===== config.mk =====
export PLATFORM = sky130hd
export DESIGN_NAME = ext_intf_sender_p_flat
export DESIGN_NICKNAME = d
export VERILOG_FILES = /design/src/rtl/ext_intf_sender_p_pkg.sv /design/src/rtl/ext_intf_sender_p_if.sv /design/src/rtl/ext_intf_sender_p_fifo.sv /design/src/rtl/ext_intf_sender_p.sv /design/src/flat_wrapper.sv
export SDC_FILE = /design/constraint.sdc
export NUM_CORES = 1
export LEC_CHECK = 0
export ABC_AREA = 1
export BUFFER_PORTS_ARGS = -buffer_cell sky130_fd_sc_hd__buf_2
export CAP_MARGIN = 20
export CORE_MARGIN = 8
export CORE_UTILIZATION = 23
export DETAILED_ROUTE_END_ITERATION = 10
export PLACE_DENSITY_LB_ADDON = 0.05
export SLEW_MARGIN = 20
export SYNTH_ARGS = -nofsm -noshare
export SYNTH_HDL_FRONTEND = slang
export SYNTH_SLANG_ARGS = --single-unit

===== constraint.sdc =====
create_clock -name i_clk -period 6.6 [get_ports i_clk]
set_input_delay 1.32 -clock i_clk [delete_from_list [all_inputs] [get_ports i_clk]]
set_output_delay 1.32 -clock i_clk [all_outputs]
set_load 0.01 [all_outputs]

===== src/rtl/ext_intf_sender_p_pkg.sv =====
// rtl/ext_intf_sender_p_pkg.sv - link phases, FSM states and beat-count helper (package ext_intf_pkg)
package ext_intf_pkg;

    localparam logic [2:0] PH_CNTR = 3'b100;
    localparam logic [2:0] PH_ADDR = 3'b010;
    localparam logic [2:0] PH_WDAT = 3'b001;

    typedef enum logic [2:0] {
        ST_IDLE  = 3'd0,
        ST_CNTR  = 3'd1,
        ST_ADDR  = 3'd2,
        ST_WDAT  = 3'd3,
        ST_RDAT  = 3'd4,
        ST_DRAIN = 3'd5
    } state_t;

    function automatic int nbeats(input int width);
        return 32 / width;
    endfunction

endpackage


===== src/rtl/ext_intf_sender_p_if.sv =====
// rtl/ext_intf_sender_p_if.sv - SCx bus-slave and external link signal bundle for ext_intf_sender_p
interface ext_intf_sender_p_if #(
    parameter int LINK_DW = 16,
    parameter int RSP_DW  = 8
);
    logic                SCx_REQ;
    logic                SCx_WT;
    logic [3:0]          SCx_BE;
    logic [31:0]         SCx_ADDR;
    logic [31:0]         SCx_WDT;
    logic                SCx_nWAIT;
    logic                SCx_FAULT;
    logic                SCx_TimeOut;
    logic [31:0]         SCx_RDT;
    logic                Ext_TRANS_VALID;
    logic [2:0]          Ext_TRANS_PHASE;
    logic [LINK_DW-1:0]  Ext_TRANS_DATA;
    logic                Ext_TRANS_ACK;
    logic                Ext_RESP_VALID;
    logic                Ext_RESP_RESP;
    logic [RSP_DW-1:0]   Ext_RESP_DATA;
    logic                Ext_RESP_ACK;

    modport slave (
        input  SCx_REQ, SCx_WT, SCx_BE, SCx_ADDR, SCx_WDT,
        output SCx_nWAIT, SCx_FAULT, SCx_TimeOut, SCx_RDT,
        output Ext_TRANS_VALID, Ext_TRANS_PHASE, Ext_TRANS_DATA,
        input  Ext_TRANS_ACK,
        input  Ext_RESP_VALID, Ext_RESP_RESP, Ext_RESP_DATA,
        output Ext_RESP_ACK
    );

    modport master (
        output SCx_REQ, SCx_WT, SCx_BE, SCx_ADDR, SCx_WDT,
        input  SCx_nWAIT, SCx_FAULT, SCx_TimeOut, SCx_RDT,
        input  Ext_TRANS_VALID, Ext_TRANS_PHASE, Ext_TRANS_DATA,
        output Ext_TRANS_ACK,
        output Ext_RESP_VALID, Ext_RESP_RESP, Ext_RESP_DATA,
        input  Ext_RESP_ACK
    );
endinterface


===== src/rtl/ext_intf_sender_p_fifo.sv =====
// rtl/ext_intf_sender_p_fifo.sv - single-clock FIFO (ext_sync_fifo) with registered pointers
module ext_sync_fifo #(
    parameter int W = 8,
    parameter int D = 4
) (
    input  logic         i_clk,
    input  logic         i_rst,
    input  logic         i_push,
    input  logic [W-1:0] i_data,
    input  logic         i_pop,
    output logic [W-1:0] o_data,
    output logic         o_full,
    output logic         o_empty
);
    localparam int AW = $clog2(D);

    logic [W-1:0] r_mem [D];
    logic [AW:0]  r_wr;
    logic [AW:0]  r_rd;
    logic         w_do_push;
    logic         w_do_pop;

    // Extra pointer MSB distinguishes full from empty when the indices match.
    assign o_empty   = (r_wr == r_rd);
    assign o_full    = (r_wr[AW] != r_rd[AW]) && (r_wr[AW-1:0] == r_rd[AW-1:0]);
    assign w_do_push = i_push & ~o_full;
    assign w_do_pop  = i_pop & ~o_empty;
    assign o_data    = r_mem[r_rd[AW-1:0]];

    always_ff @(posedge i_clk or posedge i_rst) begin
        if (i_rst) begin
            r_wr <= '0;
            r_rd <= '0;
        end else begin
            if (w_do_push) r_wr <= r_wr + (AW+1)'(1);
            if (w_do_pop)  r_rd <= r_rd + (AW+1)'(1);
        end
    end

    always_ff @(posedge i_clk) begin
        if (w_do_push) r_mem[r_wr[AW-1:0]] <= i_data;
    end
endmodule


===== src/rtl/ext_intf_sender_p.sv =====
// rtl/ext_intf_sender_p.sv - SCx-to-link bridge; EXT_SENDER_TIMEOUT_EN adds read timeout and drain
module ext_intf_sender_p
    import ext_intf_pkg::*;
#(
    parameter int LINK_DW   = 16,
    parameter int RSP_DW    = 8,
    parameter int TX_DEPTH  = 4,
    parameter int RX_DEPTH  = 4,
    parameter int TO_CYCLES = 1024
) (
    input logic                i_clk,
    input logic                i_rst,
    ext_intf_sender_p_if.slave bus
);
    localparam int NA  = nbeats(LINK_DW);
    localparam int NR  = nbeats(RSP_DW);
    localparam int TXW = 3 + LINK_DW;
    localparam int RXW = 1 + RSP_DW;

    state_t             r_state;
    state_t             w_state_nxt;
    logic [2:0]         r_bc;
    logic               r_wt;
    logic [3:0]         r_be;
    logic [31:0]        r_addr;
    logic [31:0]        r_wdt;
    logic [31:0]        r_shadow;
    logic [31:0]        r_rdt;
    logic               r_err;
    logic               r_fault;

    logic               w_tx_push;
    logic [TXW-1:0]     w_tx_din;
    logic [TXW-1:0]     w_tx_dout;
    logic               w_tx_full;
    logic               w_tx_empty;
    logic [RXW-1:0]     w_rx_dout;
    logic               w_rx_full;
    logic               w_rx_empty;

    logic               w_accept;
    logic               w_bc_clr;
    logic               w_bc_inc;
    logic               w_rd_done;
    logic               w_to_fire;
    logic [LINK_DW-1:0] w_addr_beat;
    logic [LINK_DW-1:0] w_wdt_beat;
    logic [31:0]        w_shadow_nxt;

`ifdef EXT_SENDER_TIMEOUT_EN
    logic [15:0]        r_to_cnt;
    logic [2:0]         r_rem;
    logic               r_timeout;
    assign bus.SCx_TimeOut = r_timeout;
`else
    logic               w_unused_to;
    assign w_unused_to     = (TO_CYCLES == 0);
    assign bus.SCx_TimeOut = 1'b0;
`endif

    ext_sync_fifo #(.W(TXW), .D(TX_DEPTH)) u_tx_fifo (
        .i_clk   (i_clk),
        .i_rst   (i_rst),
        .i_push  (w_tx_push),
        .i_data  (w_tx_din),
        .i_pop   (bus.Ext_TRANS_ACK),
        .o_data  (w_tx_dout),
        .o_full  (w_tx_full),
        .o_empty (w_tx_empty)
    );

    // Every landed response beat is consumed the next cycle; the FSM decides whether it counts.
    ext_sync_fifo #(.W(RXW), .D(RX_DEPTH)) u_rx_fifo (
        .i_clk   (i_clk),
        .i_rst   (i_rst),
        .i_push  (bus.Ext_RESP_VALID),
        .i_data  ({bus.Ext_RESP_RESP, bus.Ext_RESP_DATA}),
        .i_pop   (1'b1),
        .o_data  (w_rx_dout),
        .o_full  (w_rx_full),
        .o_empty (w_rx_empty)
    );

    assign bus.SCx_nWAIT       = (r_state == ST_IDLE) & ~w_tx_full;
    assign bus.SCx_FAULT       = r_fault;
    assign bus.SCx_RDT         = r_rdt;
    assign bus.Ext_TRANS_VALID = ~w_tx_empty;
    assign bus.Ext_TRANS_PHASE = w_tx_dout[TXW-1 -: 3];
    assign bus.Ext_TRANS_DATA  = w_tx_dout[LINK_DW-1:0];
    assign bus.Ext_RESP_ACK    = ~w_rx_full;

    always_ff @(posedge i_clk or posedge i_rst) begin
        if (i_rst) r_state <= ST_IDLE;
        else       r_state <= w_state_nxt;
    end

    always_comb begin
        w_state_nxt  = r_state;
        w_tx_push    = 1'b0;
        w_tx_din     = '0;
        w_accept     = 1'b0;
        w_bc_clr     = 1'b0;
        w_bc_inc     = 1'b0;
        w_rd_done    = 1'b0;
        w_to_fire    = 1'b0;
        w_addr_beat  = LINK_DW'(r_addr >> (LINK_DW * int'(r_bc)));
        w_wdt_beat   = LINK_DW'(r_wdt >> (LINK_DW * int'(r_bc)));
        w_shadow_nxt = r_shadow;
        w_shadow_nxt[int'(r_bc)*RSP_DW +: RSP_DW] = w_rx_dout[RSP_DW-1:0];
        case (r_state)
            ST_IDLE: if (bus.SCx_REQ && !w_tx_full) begin
                w_accept    = 1'b1;
                w_bc_clr    = 1'b1;
                w_state_nxt = ST_CNTR;
            end
            ST_CNTR: if (!w_tx_full) begin
                w_tx_push   = 1'b1;
                w_tx_din    = {PH_CNTR, LINK_DW'({r_wt, r_be})};
                w_bc_clr    = 1'b1;
                w_state_nxt = ST_ADDR;
            end
            ST_ADDR: if (!w_tx_full) begin
                w_tx_push = 1'b1;
                w_tx_din  = {PH_ADDR, w_addr_beat};
                if (r_bc == 3'(NA-1)) begin
                    w_bc_clr    = 1'b1;
                    w_state_nxt = r_wt ? ST_WDAT : ST_RDAT;
                end else begin
                    w_bc_inc = 1'b1;
                end
            end
            ST_WDAT: if (!w_tx_full) begin
                w_tx_push = 1'b1;
                w_tx_din  = {PH_WDAT, w_wdt_beat};
                if (r_bc == 3'(NA-1)) begin
                    w_bc_clr    = 1'b1;
                    w_state_nxt = ST_IDLE;
                end else begin
                    w_bc_inc = 1'b1;
                end
            end
            ST_RDAT: begin
                if (!w_rx_empty) begin
                    if (r_bc == 3'(NR-1)) begin
                        w_rd_done   = 1'b1;
                        w_bc_clr    = 1'b1;
                        w_state_nxt = ST_IDLE;
                    end else begin
                        w_bc_inc = 1'b1;
                    end
                end
`ifdef EXT_SENDER_TIMEOUT_EN
                else if (r_to_cnt == 16'(TO_CYCLES-1)) begin
                    w_to_fire   = 1'b1;
                    w_bc_clr    = 1'b1;
                    w_state_nxt = ST_DRAIN;
                end
`endif
            end
`ifdef EXT_SENDER_TIMEOUT_EN
            ST_DRAIN: if (!w_rx_empty) begin
                if (r_bc == r_rem - 3'd1) begin
                    w_bc_clr    = 1'b1;
                    w_state_nxt = ST_IDLE;
                end else begin
                    w_bc_inc = 1'b1;
                end
            end
`endif
            default: w_state_nxt = ST_IDLE;
        endcase
    end

    always_ff @(posedge i_clk or posedge i_rst) begin
        if (i_rst) begin
            r_bc     <= '0;
            r_wt     <= 1'b0;
            r_be     <= '0;
            r_addr   <= '0;
            r_wdt    <= '0;
            r_shadow <= '0;
            r_rdt    <= '0;
            r_err    <= 1'b0;
            r_fault  <= 1'b0;
`ifdef EXT_SENDER_TIMEOUT_EN
            r_to_cnt  <= '0;
            r_rem     <= '0;
            r_timeout <= 1'b0;
`endif
        end else begin
            r_fault <= 1'b0;
            if (w_accept) begin
                r_wt   <= bus.SCx_WT;
                r_be   <= bus.SCx_BE;
                r_addr <= bus.SCx_ADDR;
                r_wdt  <= bus.SCx_WDT;
                r_err  <= 1'b0;
            end
            if (w_bc_clr)      r_bc <= '0;
            else if (w_bc_inc) r_bc <= r_bc + 3'd1;
            if (r_state == ST_RDAT && !w_rx_empty) begin
                r_shadow <= w_shadow_nxt;
                r_err    <= r_err | w_rx_dout[RXW-1];
            end
            // Fault lands in the first IDLE cycle, alongside the new read word.
            if (w_rd_done) begin
                r_rdt   <= w_shadow_nxt;
                r_fault <= r_err | w_rx_dout[RXW-1];
            end
`ifdef EXT_SENDER_TIMEOUT_EN
            r_timeout <= 1'b0;
            if (r_state == ST_RDAT && w_rx_empty) r_to_cnt <= r_to_cnt + 16'd1;
            else                                  r_to_cnt <= '0;
            if (w_to_fire) begin
                r_timeout <= 1'b1;
                r_fault   <= 1'b1;
                r_rem     <= 3'(NR) - r_bc;
            end
`endif
        end
    end
endmodule


===== src/flat_wrapper.sv =====
// flat-port wrapper written by rule: the top's interface ports become plain ports
module ext_intf_sender_p_flat import ext_intf_pkg::*;
#(
    parameter int LINK_DW   = 16,
    parameter int RSP_DW    = 8,
    parameter int TX_DEPTH  = 4,
    parameter int RX_DEPTH  = 4,
    parameter int TO_CYCLES = 1024
)
  (i_clk, i_rst, bus_SCx_REQ, bus_SCx_WT, bus_SCx_BE, bus_SCx_ADDR, bus_SCx_WDT, bus_SCx_nWAIT, bus_SCx_FAULT, bus_SCx_TimeOut, bus_SCx_RDT, bus_Ext_TRANS_VALID, bus_Ext_TRANS_PHASE, bus_Ext_TRANS_DATA, bus_Ext_TRANS_ACK, bus_Ext_RESP_VALID, bus_Ext_RESP_RESP, bus_Ext_RESP_DATA, bus_Ext_RESP_ACK);
  ext_intf_sender_p_if #(.LINK_DW(LINK_DW), .RSP_DW(RSP_DW)) bus_i ();
  input logic i_clk;
  input logic i_rst;
  input wire logic [$bits(bus_i.SCx_REQ)-1:0] bus_SCx_REQ;
  input wire logic [$bits(bus_i.SCx_WT)-1:0] bus_SCx_WT;
  input wire logic [$bits(bus_i.SCx_BE)-1:0] bus_SCx_BE;
  input wire logic [$bits(bus_i.SCx_ADDR)-1:0] bus_SCx_ADDR;
  input wire logic [$bits(bus_i.SCx_WDT)-1:0] bus_SCx_WDT;
  output wire logic [$bits(bus_i.SCx_nWAIT)-1:0] bus_SCx_nWAIT;
  output wire logic [$bits(bus_i.SCx_FAULT)-1:0] bus_SCx_FAULT;
  output wire logic [$bits(bus_i.SCx_TimeOut)-1:0] bus_SCx_TimeOut;
  output wire logic [$bits(bus_i.SCx_RDT)-1:0] bus_SCx_RDT;
  output wire logic [$bits(bus_i.Ext_TRANS_VALID)-1:0] bus_Ext_TRANS_VALID;
  output wire logic [$bits(bus_i.Ext_TRANS_PHASE)-1:0] bus_Ext_TRANS_PHASE;
  output wire logic [$bits(bus_i.Ext_TRANS_DATA)-1:0] bus_Ext_TRANS_DATA;
  input wire logic [$bits(bus_i.Ext_TRANS_ACK)-1:0] bus_Ext_TRANS_ACK;
  input wire logic [$bits(bus_i.Ext_RESP_VALID)-1:0] bus_Ext_RESP_VALID;
  input wire logic [$bits(bus_i.Ext_RESP_RESP)-1:0] bus_Ext_RESP_RESP;
  input wire logic [$bits(bus_i.Ext_RESP_DATA)-1:0] bus_Ext_RESP_DATA;
  output wire logic [$bits(bus_i.Ext_RESP_ACK)-1:0] bus_Ext_RESP_ACK;
  assign bus_i.SCx_REQ = bus_SCx_REQ;
  assign bus_i.SCx_WT = bus_SCx_WT;
  assign bus_i.SCx_BE = bus_SCx_BE;
  assign bus_i.SCx_ADDR = bus_SCx_ADDR;
  assign bus_i.SCx_WDT = bus_SCx_WDT;
  assign bus_SCx_nWAIT = bus_i.SCx_nWAIT;
  assign bus_SCx_FAULT = bus_i.SCx_FAULT;
  assign bus_SCx_TimeOut = bus_i.SCx_TimeOut;
  assign bus_SCx_RDT = bus_i.SCx_RDT;
  assign bus_Ext_TRANS_VALID = bus_i.Ext_TRANS_VALID;
  assign bus_Ext_TRANS_PHASE = bus_i.Ext_TRANS_PHASE;
  assign bus_Ext_TRANS_DATA = bus_i.Ext_TRANS_DATA;
  assign bus_i.Ext_TRANS_ACK = bus_Ext_TRANS_ACK;
  assign bus_i.Ext_RESP_VALID = bus_Ext_RESP_VALID;
  assign bus_i.Ext_RESP_RESP = bus_Ext_RESP_RESP;
  assign bus_i.Ext_RESP_DATA = bus_Ext_RESP_DATA;
  assign bus_Ext_RESP_ACK = bus_i.Ext_RESP_ACK;
  ext_intf_sender_p #(.LINK_DW(LINK_DW), .RSP_DW(RSP_DW), .TX_DEPTH(TX_DEPTH), .RX_DEPTH(RX_DEPTH), .TO_CYCLES(TO_CYCLES)) u_core (.i_clk(i_clk), .i_rst(i_rst), .bus(bus_i));
endmodule

==> impl_metrics.json <==
{
  "core_mm2": 0.0499,
  "n_antenna_cell": 0,
  "grt_pass1_wl_um": 54100,
  "synth_top_cell_area_share": 0.332,
  "final_layout_size_suffix_gt1_frac": 0.150,
  "fmax_ghz": 0.236,
  "synth_area_per_cell_um2": 9.19,
  "worstMarginPinSlew_ps": 1020,
  "synth_area_mm2": 0.0115,
  "ys_ff_latch": 265,
  "finalWirelength_um": 35400,
  "clockBufferDepth": 3,
  "p_sw_mw": 2.70,
  "ios": 139,
  "cts_setup_buffers": 0,
  "vias": 8598,
  "dp.cells": 2015,
  "critical_path_class": "reg -> reg",
  "ant_nets": 0,
  "cp-start-kind": "flip-flop",
  "placed_area_mm2": 0.0129,
  "synth_area_leader_cell": "dfrtp_1",
  "p_clk_frac": 0.273,
  "drc": 0,
  "multiInputGateArea_mm2": 0.00380,
  "clkLatencyLatePin_ps": 540,
  "slew_headroom": 0.315,
  "grt_max_degree": 91,
  "ys_warn_count": 0,
  "fp-row-count": 82,
  "finalHoldViolCount": 0,
  "min_path_type": "reg -> reg",
  "arrival_ps": 4620,
  "cts-buffers-inserted": 36,
  "layout_common_cells": "nand2_1 (525), dfrtp_1 (152), buf_2 (137)",
  "power_density_mw_per_mm2": 502,
  "rsz0062_at_grt": "false",
  "grt_usage": 0.123,
  "drv_slew": 0,
  "clock_skew_ps": 21.0,
  "synthCells": 1255,
  "n_fill_cell": 5392,
  "port_buffers": 137,
  "instances_no_fill": 2079,
  "leakagePower_nw": 6.43,
  "final_common_cell": "nand2_1",
  "area_growth_pct": 21.7,
  "worstPathMaxFanout": 59,
  "ff_latch_area_mm2": 0.00719,
  "postLayoutCoreUtil": 0.281,
  "htreeDepth": 2,
  "ys_seq_area_frac": 0.624,
  "vdd_drop_max_v": 0.000170,
  "clock-sinks": 265,
  "finalSetupTns_ps": 0,
  "cp.required_ps": 6990,
  "setup_viol": 0,
  "overflow": 0,
  "max_cap_violations": 0,
  "die_y_um": 240,
  "dp_slack_ps": 2160,
  "dp_hpwl_um": 23200,
  "worst_slack_ps": 2370,
  "vias_per_cell": 4.14,
  "fin_crit_sh": 0.641,
  "clockRootBuffer": "clkbuf_16",
  "dieArea_mm2": 0.0576,
  "holdWs_ps": 474,
  "clk_pin_slew_ps": 60,
  "yosys-top-cells-area": "dfrtp_1 (33%), edfxtp_1 (29%), nand2_1 (17%)",
  "comb_power_share": 0.337,
  "die_w_um": 240,
  "place.gp.congestion": 0.692,
  "grt_pass1_vias": 8790,
  "antenna_found_initial": 1,
  "first_pass_iters": 5,
  "sequentialPowerShare": 0.389,
  "synth_nets": 1353,
  "synth.distinct_cells": 31,
  "drtIter0Drc": 497,
  "power.total_mw": 7.04,
  "cts_tree": "done",
  "cp-end-kind": "flip-flop",
  "stdcell_area_mm2": 0.0140,
  "nets": 1479,
  "status": "finished clean",
  "initial_utilization": 0.231,
  "hold_buffers": 0,
  "final.min_clock_period_ps": 4230,
  "cts_resized": 0,
  "switching_share": 0.384,
  "routedWlPerCell_um": 17.0,
  "p_int_mw": 4.33
}
[layer usage]
metal  global-route usage  up-vias  share of wire
li1                     -     4330              -
met1                0.165     4082           0.48
met4               0.0382        2          0.022
met2                0.200      136           0.46
met3               0.0230       48          0.038
met5                    0        -        0.00028
[registers in the layout (all words and copies together), names as in the netlist, 3 cells and up]
name and flops:
u_core.u_rx_fifo.r_mem 36, u_core.u_tx_fifo.r_mem 76, u_core.r_wdt 32, u_core.u_tx_fifo.r_rd 3
u_core.u_tx_fifo.r_wr 3, u_core.r_shadow 32, u_core.u_rx_fifo.r_wr 3, u_core.r_be 4
u_core.r_bc 3, u_core.r_addr 32, u_core.u_rx_fifo.r_rd 3, u_core.bus.SCx_RDT 32
u_core.r_state 3
[worst max-delay path, cell delays in order (launching register included)]
cell and delay [ps]:
dfrtp_1 870, inv_1 580, nand2_1 160, nand2_1 90
nand3_2 300, nand3_4 590, inv_2 920, buf_4 410
o21ai_0 130
[power groups by stage]
stage | Combinational (mW) | Sequential (mW) | Clock (mW)
after global placement | 2.46 | 2.78 | 0
after detailed placement | 2.46 | 2.78 | 0
after global routing | 2.74 | 2.82 | 2.07
after CTS | 2.48 | 2.75 | 2.01
final | 2.37 | 2.74 | 1.92
after floorplan | 1.60 | 2.69 | 0
[cells by family after synthesis]
group                    Yosys count  synth area share
AND/OR/NAND/NOR                  652             0.222
flip-flops                       265             0.624
AO/OA/AOI/OAI                    182            0.0837
buffers and inverters            131            0.0477
adder cells (fa/ha/maj)           15            0.0163
XOR/XNOR                           9           0.00684
other                              1          0.000325
[path summary, 6_finish.rpt]
check,startpoint,to,slack (ps),cells after the start
worst max register to register,u_core.u_tx_fifo.r_rd[1]$_DFFE_PP0P_,u_core.r_be[1]$_DFFE_PP0P_,2370,8
max in group asynchronous,i_rst,u_core.bus.SCx_RDT[14]$_DFFE_PP0P_,4160,3
min in group asynchronous,i_rst,u_core.r_wdt[10]$_DFFE_PP0P_,960,2
worst min register to register,u_core.bus.SCx_RDT[9]$_DFFE_PP0P_,u_core.bus.SCx_RDT[9]$_DFFE_PP0P_,470,2
worst min-delay path,u_core.bus.SCx_RDT[9]$_DFFE_PP0P_,u_core.bus.SCx_RDT[9]$_DFFE_PP0P_,470,2
worst max-delay path,u_core.u_tx_fifo.r_rd[1]$_DFFE_PP0P_,u_core.r_be[1]$_DFFE_PP0P_,2370,8
[final cells by class]
type,count,share of cell area
Sequential cell,265,0.513
Multi-Input combinational cell,859,0.271
Clock buffer,51,0.0712
Tap cell,672,0.0599
Timing Repair Buffer,150,0.0558
Inverter,69,0.0188
Clock inverter,13,0.0110
[synth_stat cells]
| master | n |
|---|---|
| nand2_1 | 525 |
| dfrtp_1 | 153 |
| o21ai_0 | 114 |
| edfxtp_1 | 112 |
| nor2_1 | 74 |
| inv_1 | 65 |
| nand3_1 | 39 |
| a21oi_1 | 29 |
| clkbuf_1 | 28 |
| buf_2 | 22 |
| o22ai_1 | 19 |
| ha_1 | 15 |
| o21ai_1 | 8 |
| xor2_1 | 7 |
| a211oi_1 | 6 |
| buf_4 | 6 |
| nand4_1 | 5 |
| o211ai_1 | 5 |
| buf_1 | 4 |
| inv_2 | 4 |
| nand3_2 | 3 |
| nor3_1 | 2 |
| xnor2_1 | 2 |
| and2_1 | 1 |
| buf_6 | 1 |
| clkbuf_2 | 1 |
| conb_1 | 1 |
| nand3_4 | 1 |
| nor3_2 | 1 |
| o21bai_1 | 1 |
| or2_2 | 1 |
Power figures use the tool's default switching activity.
